## src/rtl/ghostbus_pkg.sv

```systemverilog
// Shared ghostbus definitions: arbiter FSM states, default bus widths, index sizing.
package ghostbus_pkg;

  localparam int unsigned GB_AW = 12;
  localparam int unsigned GB_DW = 32;

  typedef enum logic [1:0] {
    StIdle,
    StIssue,
    StRwait,
    StDone
  } gb_state_e;

  // Bits needed to index n items; never less than one so vectors stay legal for n == 1.
  function automatic int unsigned idx_width(input int unsigned n);
    return (n > 1) ? $clog2(n) : 1;
  endfunction

endpackage

```

## src/rtl/rr_pick.sv

```systemverilog
// Combinational round-robin select: first asserted request at or after rr_ptr, wrapping.
module rr_pick
  import ghostbus_pkg::*;
#(
  parameter int unsigned NREQ = 2,
  localparam int unsigned IdxW = idx_width(NREQ)
) (
  input  logic [NREQ-1:0] req,
  input  logic [IdxW-1:0] rr_ptr,
  output logic [IdxW-1:0] grant,
  output logic            valid
);

  logic [IdxW-1:0] slot;

  // Walk NREQ slots starting at rr_ptr; the first hit wins and later hits are ignored.
  always_comb begin
    grant = '0;
    valid = 1'b0;
    slot  = rr_ptr;
    for (int unsigned k = 0; k < NREQ; k++) begin
      if (!valid && req[slot]) begin
        valid = 1'b1;
        grant = slot;
      end
      slot = (slot == IdxW'(NREQ - 1)) ? '0 : slot + 1'b1;
    end
  end

endmodule

```

## src/rtl/ghostbus_arbiter.sv

```systemverilog
// Round-robin arbiter sharing one ghostbus host port between NREQ requesters,
// one transaction in flight at a time.
module ghostbus_arbiter
  import ghostbus_pkg::*;
#(
  parameter int unsigned NREQ   = 2,
  parameter int unsigned AW     = GB_AW,
  parameter int unsigned DW     = GB_DW,
  parameter int unsigned RD_LAT = 1
) (
  input  logic               gb_clk,
  input  logic               gb_rst_n,
  input  logic [NREQ-1:0]    req,
  input  logic [NREQ-1:0]    req_we,
  input  logic [NREQ*AW-1:0] req_addr,
  input  logic [NREQ*DW-1:0] req_wdata,
  output logic [NREQ-1:0]    ack,
  output logic [DW-1:0]      rdata,
  output logic [AW-1:0]      gb_addr,
  output logic [DW-1:0]      gb_dout,
  output logic               gb_we,
  input  logic [DW-1:0]      gb_din
);

  localparam int unsigned IdxW = idx_width(NREQ);
  // Counter only ever holds RD_LAT-1 down to 0.
  localparam int unsigned CntW = idx_width(RD_LAT);

  gb_state_e       state_q;
  logic [IdxW-1:0] grant_q;
  logic [IdxW-1:0] rr_ptr_q;
  logic [CntW-1:0] cnt_q;
  logic            we_q;
  logic [NREQ-1:0] ack_q;
  logic [DW-1:0]   rdata_q;
  logic [AW-1:0]   gb_addr_q;
  logic [DW-1:0]   gb_dout_q;
  logic            gb_we_q;

  logic [IdxW-1:0] pick_idx;
  logic            pick_valid;

  rr_pick #(
    .NREQ (NREQ)
  ) u_rr_pick (
    .req    (req),
    .rr_ptr (rr_ptr_q),
    .grant  (pick_idx),
    .valid  (pick_valid)
  );

  // Transaction FSM; outputs are registered on entry to the state they belong to, so
  // gb_we is high during ISSUE and ack is high during DONE.
  always_ff @(posedge gb_clk) begin
    if (!gb_rst_n) begin
      state_q   <= StIdle;
      grant_q   <= '0;
      rr_ptr_q  <= '0;
      cnt_q     <= '0;
      we_q      <= 1'b0;
      ack_q     <= '0;
      rdata_q   <= '0;
      gb_addr_q <= '0;
      gb_dout_q <= '0;
      gb_we_q   <= 1'b0;
    end else begin
      unique case (state_q)
        StIdle: begin
          if (pick_valid) begin
            grant_q   <= pick_idx;
            we_q      <= req_we[pick_idx];
            gb_addr_q <= req_addr[pick_idx*AW +: AW];
            gb_dout_q <= req_wdata[pick_idx*DW +: DW];
            gb_we_q   <= req_we[pick_idx];
            state_q   <= StIssue;
          end
        end
        StIssue: begin
          gb_we_q <= 1'b0;
          if (we_q) begin
            ack_q[grant_q] <= 1'b1;
            state_q        <= StDone;
          end else begin
            cnt_q   <= CntW'(RD_LAT - 1);
            state_q <= StRwait;
          end
        end
        StRwait: begin
          if (cnt_q == '0) begin
            rdata_q        <= gb_din;
            ack_q[grant_q] <= 1'b1;
            state_q        <= StDone;
          end else begin
            cnt_q <= cnt_q - 1'b1;
          end
        end
        StDone: begin
          ack_q    <= '0;
          rr_ptr_q <= (grant_q == IdxW'(NREQ - 1)) ? '0 : grant_q + 1'b1;
          state_q  <= StIdle;
        end
        default: state_q <= StIdle;
      endcase
    end
  end

  assign ack     = ack_q;
  assign rdata   = rdata_q;
  assign gb_addr = gb_addr_q;
  assign gb_dout = gb_dout_q;
  assign gb_we   = gb_we_q;

endmodule
```

## config.mk

```make
export PLATFORM = sky130hd
export DESIGN_NAME = ghostbus_arbiter
export DESIGN_NICKNAME = d
export VERILOG_FILES = /design/src/rtl/ghostbus_pkg.sv /design/src/rtl/rr_pick.sv /design/src/rtl/ghostbus_arbiter.sv
export SDC_FILE = /design/constraint.sdc
export NUM_CORES = 1
export LEC_CHECK = 0
export ABC_AREA = 1
export CELL_PAD_IN_SITES_DETAIL_PLACEMENT = 1
export CELL_PAD_IN_SITES_GLOBAL_PLACEMENT = 1
export CORE_UTILIZATION = 25
export CTS_BUF_LIST = sky130_fd_sc_hd__clkbuf_16
export DETAILED_ROUTE_END_ITERATION = 16
export PLACE_DENSITY = 0.82
export SLEW_MARGIN = 20
export SYNTH_ARGS = -nofsm -noshare
export SYNTH_HDL_FRONTEND = slang
export SYNTH_SLANG_ARGS = --single-unit
```

## constraint.sdc

```tcl
create_clock -name gb_clk -period 1.6 [get_ports gb_clk]
set_input_delay 0.32 -clock gb_clk [delete_from_list [all_inputs] [get_ports gb_clk]]
set_output_delay 0.32 -clock gb_clk [all_outputs]
set_load 0.01 [all_outputs]
```

* After elaboration in Yosys (flattened, before gate mapping)
Index checks and enable logic that the tools add are counted.
** Word-level totals
- Register bits after elaboration :: 85
- Latch bits :: 0
- RAM bits :: 0
- ROM bits :: 0
- Input bits :: 126
- Output and inout bits :: 79
- Word-level logic and storage cells :: 69
- Memories :: 0
** Operators by class
- Add/subtract/negate cells :: 3
- Multiply operators :: 1
- Div/mod/pow operators :: 0
- $lt $le $gt $ge :: 5
- Equality and inequality tests :: 7
- Shift operators :: 2
- Muxes and demuxes :: 26
- Bitwise operators :: 2
- Reductions and logical operators :: 13
** Operators by type and width (count)
- variable part select 64 x 7 -> 32 bit :: 1
- variable part select 24 x 6 -> 12 bit :: 1
- two-way mux 1 bit :: 17
- AND reduction 2 bit :: 5
- < comparator 1 x 2 -> 1 bit, second input constant :: 4
- two-way mux 2 bit :: 4
- inequality test 2 bit, second input constant :: 4
- case mux 2 bit (4 select lines) :: 1
- case mux 2 bit (3 select lines) :: 1
- equality test 2 bit, second input constant :: 2
- case mux 1 bit (2 select lines) :: 2
- nonzero test 2 bit :: 2
- multiplier 1 x 2 -> 3 bit, second input constant :: 1
- AND reduction 3 bit :: 1
- nonzero test 3 bit :: 1
- adder 1 bit, second input constant :: 2
- equality test 2 x 1 -> 1 bit, second input constant :: 1
- logical AND 1 bit :: 2
- zero test 2 bit :: 1
- bitwise OR 2 bit :: 1
- demux 1 bit (select 1 bit) :: 1
- greater-or-equal comparator 1 bit, second input constant :: 1
- zero test 1 bit :: 1
- inverter 1 bit :: 1
- subtractor 1 bit, second input constant :: 1

* Depth between registers and ports, before layout
- Word-level depth :: 10
- Mapped depth :: 9

* Modules after synthesis
A second synthesis with hierarchy kept.
** Unflattened totals
- Cell total of the unflattened synthesis :: 487
- Area total of the unflattened synthesis :: 4090.2 µm²
** Modules (own cells, without submodules)
- ghostbus_arbiter :: instances 1, cells an instance 483, area each 4071.4 µm²
- rr_pick :: instances 1, cells an instance 4, area each 18.8 µm²

* Worst setup path before layout
OpenSTA, ideal clock, no wires.
- Path type :: register to register
- From :: register state_q[0]
- To :: register gb_we_q (netlist: gb_we)
- Data arrival time :: 1269 ps
- Setup slack :: 260 ps
- Cell stages (with the launch flop) :: 8
- Buffers on the path :: 1
- Cell sequence :: dfxtp_1 -> inv_1 -> ha_1 -> inv_2 -> nor2_4 -> buf_2 -> nand4_1 -> a21oi_1
** Between the ends
- Word-level cells in the longest chain between the ends :: 3
- Elaborated cells between the ends (all ways) :: 6
** Ends and longest elaborated chain
- start: declaration :: line ghostbus_arbiter.sv:29 : gb_state_e state_q;
- start signal: assignment :: line ghostbus_arbiter.sv:56 : state_q <= StIdle;
- start signal: assignment :: line ghostbus_arbiter.sv:75 : state_q <= StIssue;
- start signal: assignment :: line ghostbus_arbiter.sv:82 : state_q <= StDone;
- equality test 2 x 1 -> 1 bit or zero test 2 bit (tied branches) :: line ghostbus_arbiter.sv:67 : unique case (state_q)
- nonzero test 2 bit (no source line) or inequality test 2 bit (tied branches)
- AND reduction 2 bit (no source line)
- end signal: assignment :: line ghostbus_arbiter.sv:74 : gb_we_q <= req_we[pick_idx];
- end: declaration :: line ghostbus_arbiter.sv:38 : logic gb_we_q;
Parallel ways exist; a longest one is shown, timed or not.
A chain may end at the register's enable or synchronous reset.

* Final worst setup path
- From :: register gb_dout_q[16] (netlist: gb_dout[16])
- To :: output gb_dout[16]
** RTL lines
- start: declaration :: line ghostbus_arbiter.sv:37 : logic [DW-1:0] gb_dout_q;
- start signal: assignment :: line ghostbus_arbiter.sv:73 : gb_dout_q <= req_wdata[pick_idx*DW +: DW];
- end: declaration :: line ghostbus_arbiter.sv:20 : output logic [DW-1:0] gb_dout,
No word-level cell between the ends.

==> impl_metrics.csv <==
group,metric,value,unit
logic_synthesis,synth_top_family_by_area,"simple AND/OR/NAND/NOR gates",
drt,viasPerCell,4.43,
setup_path,cp-start-kind,"register",
sta,hold_violations,0,
min_path,hold_path_depth,2,
place,portBuffers,204,
layout,final_util,44.8,%
logic_synthesis,synth-simple-area-share,37.5,%
drt,vias,4275,
setup_path,cp.depth,1,
setup_path,cp_cell_sequence,"clkdlybuf4s50_1",
logic_synthesis,synthAdderAreaFrac,1.69,%
drt,wirelength,13300,um
setup_path,path_class,"register to output port",
logic_synthesis,syn_avg_cell_area,6.49,um2
die,die_area,15300,um2
logic_synthesis,syn_inst,571,
global_route,track_usage,16.9,%
global_route,grt_start_max_net_pins,67,
place,placed_area,6090,um2
sta,max_slew.worst_pin.slew,0.355,ns
sta,max_freq,641,MHz
cts,clkLatencyLatePin,0.34,ns
cts,path_clk_slew,0.06,ns
layout,nets,909,
die,io_pins,205,
cts,htreeDepth,3,
logic_synthesis,ys.warnings.count,0,
place,routabilityCongestion,0.729,
drt,routedWlPerCell,13.8,um
cts,cts_made_buffers,9,
logic_synthesis,synth_area,3710,um2
sta,rsz0062_at_grt,"no",
sta,finalSetupViolCount,0,
place,hpwl,9480,um
min_path,hold_path.class,"register to register",
logic_synthesis,syn_nets,702,
power,total_power,0.0103,W
layout,stdcell_area,6490,um2
die,die_y,124,um
power,ir_drop,0.000581,V
cts,holdBufCountCts,0,
setup_path,worstSetupEndpointType,"output port",
setup_path,r2r_cells,10,
job,cap_viol_max_count,0,
power,p_per_area,1580,nW/um2
setup_path,worst_ep_required_time,1.28,ns
setup_path,critPathMaxFanout,2,
layout,drive_gt1_share,5.63,%
die,num_rows,44,
setup_path,crit_slowest_cell,"clkdlybuf4s50_1",
logic_synthesis,synth.mux.area_fraction,0,%
cts,cts_tree,"built",
drt,postRouteAntennaNets,0,
die,start_util,25.6,%
logic_synthesis,synth_compound_area_share,6.21,%
die,core_area,14500,um2
sta,setup_ws,0.0404,ns
sta,relSlewSlack,76.3,%
setup_path,cp_data_arrival_time,1.24,ns
global_route,grt_pass1_wl,19800,um
cts,max-clock-path-buffers,2,
power,cellLeakagePower,3.20,nW
global_route,grt_antenna_before_repair,0,
die,die_w,124,um
cts,clock_sinks,84,
logic_synthesis,synth.distinct_cells,19,
setup_path,critPathMaxStageDelay,0.56,ns
layout,num_antenna_cells,0,
cts,cts_root_buffer,"clkbuf_16",
drt,drtIter0Drc,154,
global_route,grt_pass1_vias,4081,
logic_synthesis,synth-xor-area-share,0,%
sta,finalSetupTns,0,ns
run_status,status,"finished clean",
drt,dr.pass1.iters,4,
setup_path,critical_path_buf_inv_count,1,
logic_synthesis,ys_seq_area_share,45.4,%
sta,finalCritPeriodShare,97.5,%
sta,layout_min_cycle_time,1.56,ns
logic_synthesis,ys_ff_latch,84,
global_route,gr-total-overflow,0,
sta,fin_skew,0.00647,ns
sta,drv_slew,0,
place,dpl_worst_slack,-0.191,ns
layout,syn2layout_area_growth,75.1,%
drt,drt_drc_violations_left,0,
setup_path,crit_family,"buffers and inverters",
cell usage after synthesis:
| cell | number | area [um2] |
|---|---|---|
| nor2_1 | 157 | 589 |
| nand2_1 | 142 | 533 |
| dfxtp_1 | 84 | 1680 |
| inv_1 | 53 | 199 |
| nand3_1 | 47 | 235 |
| o21ai_0 | 36 | 180 |
| clkbuf_1 | 15 | 56.3 |
| buf_2 | 14 | 70.1 |
| a21oi_1 | 7 | 35.0 |
| ha_1 | 5 | 62.6 |
| buf_1 | 2 | 7.51 |
| inv_2 | 2 | 7.51 |
| clkinv_1 | 1 | 3.75 |
| nand2_2 | 1 | 6.26 |
| nand4_1 | 1 | 6.26 |
| nor2_4 | 1 | 11.3 |
| nor3b_1 | 1 | 7.51 |
| o211ai_1 | 1 | 7.51 |
| o21bai_1 | 1 | 7.51 |
worst paths after layout:
check                                               from  slack (ns)                  endpoint
worst max-delay path            gb_dout[16]$_SDFFE_PN0P_        0.04               gb_dout[16]
worst min-delay path                   we_q$_SDFFE_PN0P_        0.48         we_q$_SDFFE_PN0P_
worst max register to register   state_q[1]$_SDFFE_PN0P_        0.13  gb_dout[18]$_SDFFE_PN0P_
worst min register to register         we_q$_SDFFE_PN0P_        0.48         we_q$_SDFFE_PN0P_
placed cells by master, fill, tap and decap left out, types with 2 or more instances in the layout:
cell type	synthesis	routed
clkinv_2	0	2
ha_1	5	4
bufinv_16	0	2
nor2_1	157	157
dfxtp_1	84	84
clkbuf_16	0	10
o21ai_0	36	36
inv_1	53	52
nand2_1	142	142
a21oi_1	7	7
buf_4	0	13
buf_12	0	8
dlymetal6s2s_1	0	12
clkdlybuf4s50_1	0	192
nand3_1	47	47
inv_2	2	3
repair_timing:
item                                    4_1_cts  5_1_grt
gates resized for setup                       0       17
endpoints found under the setup margin        0       54
setup buffers                                 0        1
power breakdown:
group / internal (W) / leakage, nW / switching [W]
Combinational: 0.00251 / 2.35 / 0.00239
Sequential: 0.00282 / 0.693 / 0.000354
Clock: 0.00135 / 0.151 / 0.000854
Total: 0.00668 / 3.20 / 0.00360
registers in the layout, summed over array words and instances (netlist names):
| register | flops |
|---|---|
| gb_we | 1 |
| state_q | 2 |
| ack | 2 |
| rdata | 32 |
| rr_ptr_q | 1 |
| gb_dout | 32 |
| we_q | 1 |
| grant_q | 1 |
| gb_addr | 12 |
kinds of logic after synthesis:
| group | count (synthesis) |
|---|---|
| adders and majority gates | 5 |
| and+or+nand+nor | 350 |
| DFF | 84 |
| AOI/OAI and AO/OA | 45 |
| buffers and inverters | 87 |
layer usage:
layer  vias to the layer above  global-route usage [%]  part of all wire, %
li1                       2148                       -                    -
met1                      1993                    19.4                   43
met2                       116                    28.8                   48
met3                        18                    5.17                  7.2
met4                         0                    7.15                  2.3
met5                         -                       0                    0
stage by stage:
| stage | hold slack [ns] | instances |
|---|---|---|
| after floorplan | 0.448 | 571 |
| after global placement | 0.472 | 949 |
| after detailed placement | 0.471 | 949 |
| after CTS | 0.482 | 963 |
| after global routing | 0.510 | 965 |
| final | 0.483 | 965 |
cell type report:
class | instances | area [um2]
fillers | 1815 | 7990
repair buffers | 227 | 2370
multi-input cells | 400 | 1700
flip-flops and latches | 84 | 1680
well taps | 184 | 230
clock buffers | 9 | 225
inverters | 56 | 210
clock inverters | 5 | 78.8
(Power assumes the default switching activity.)
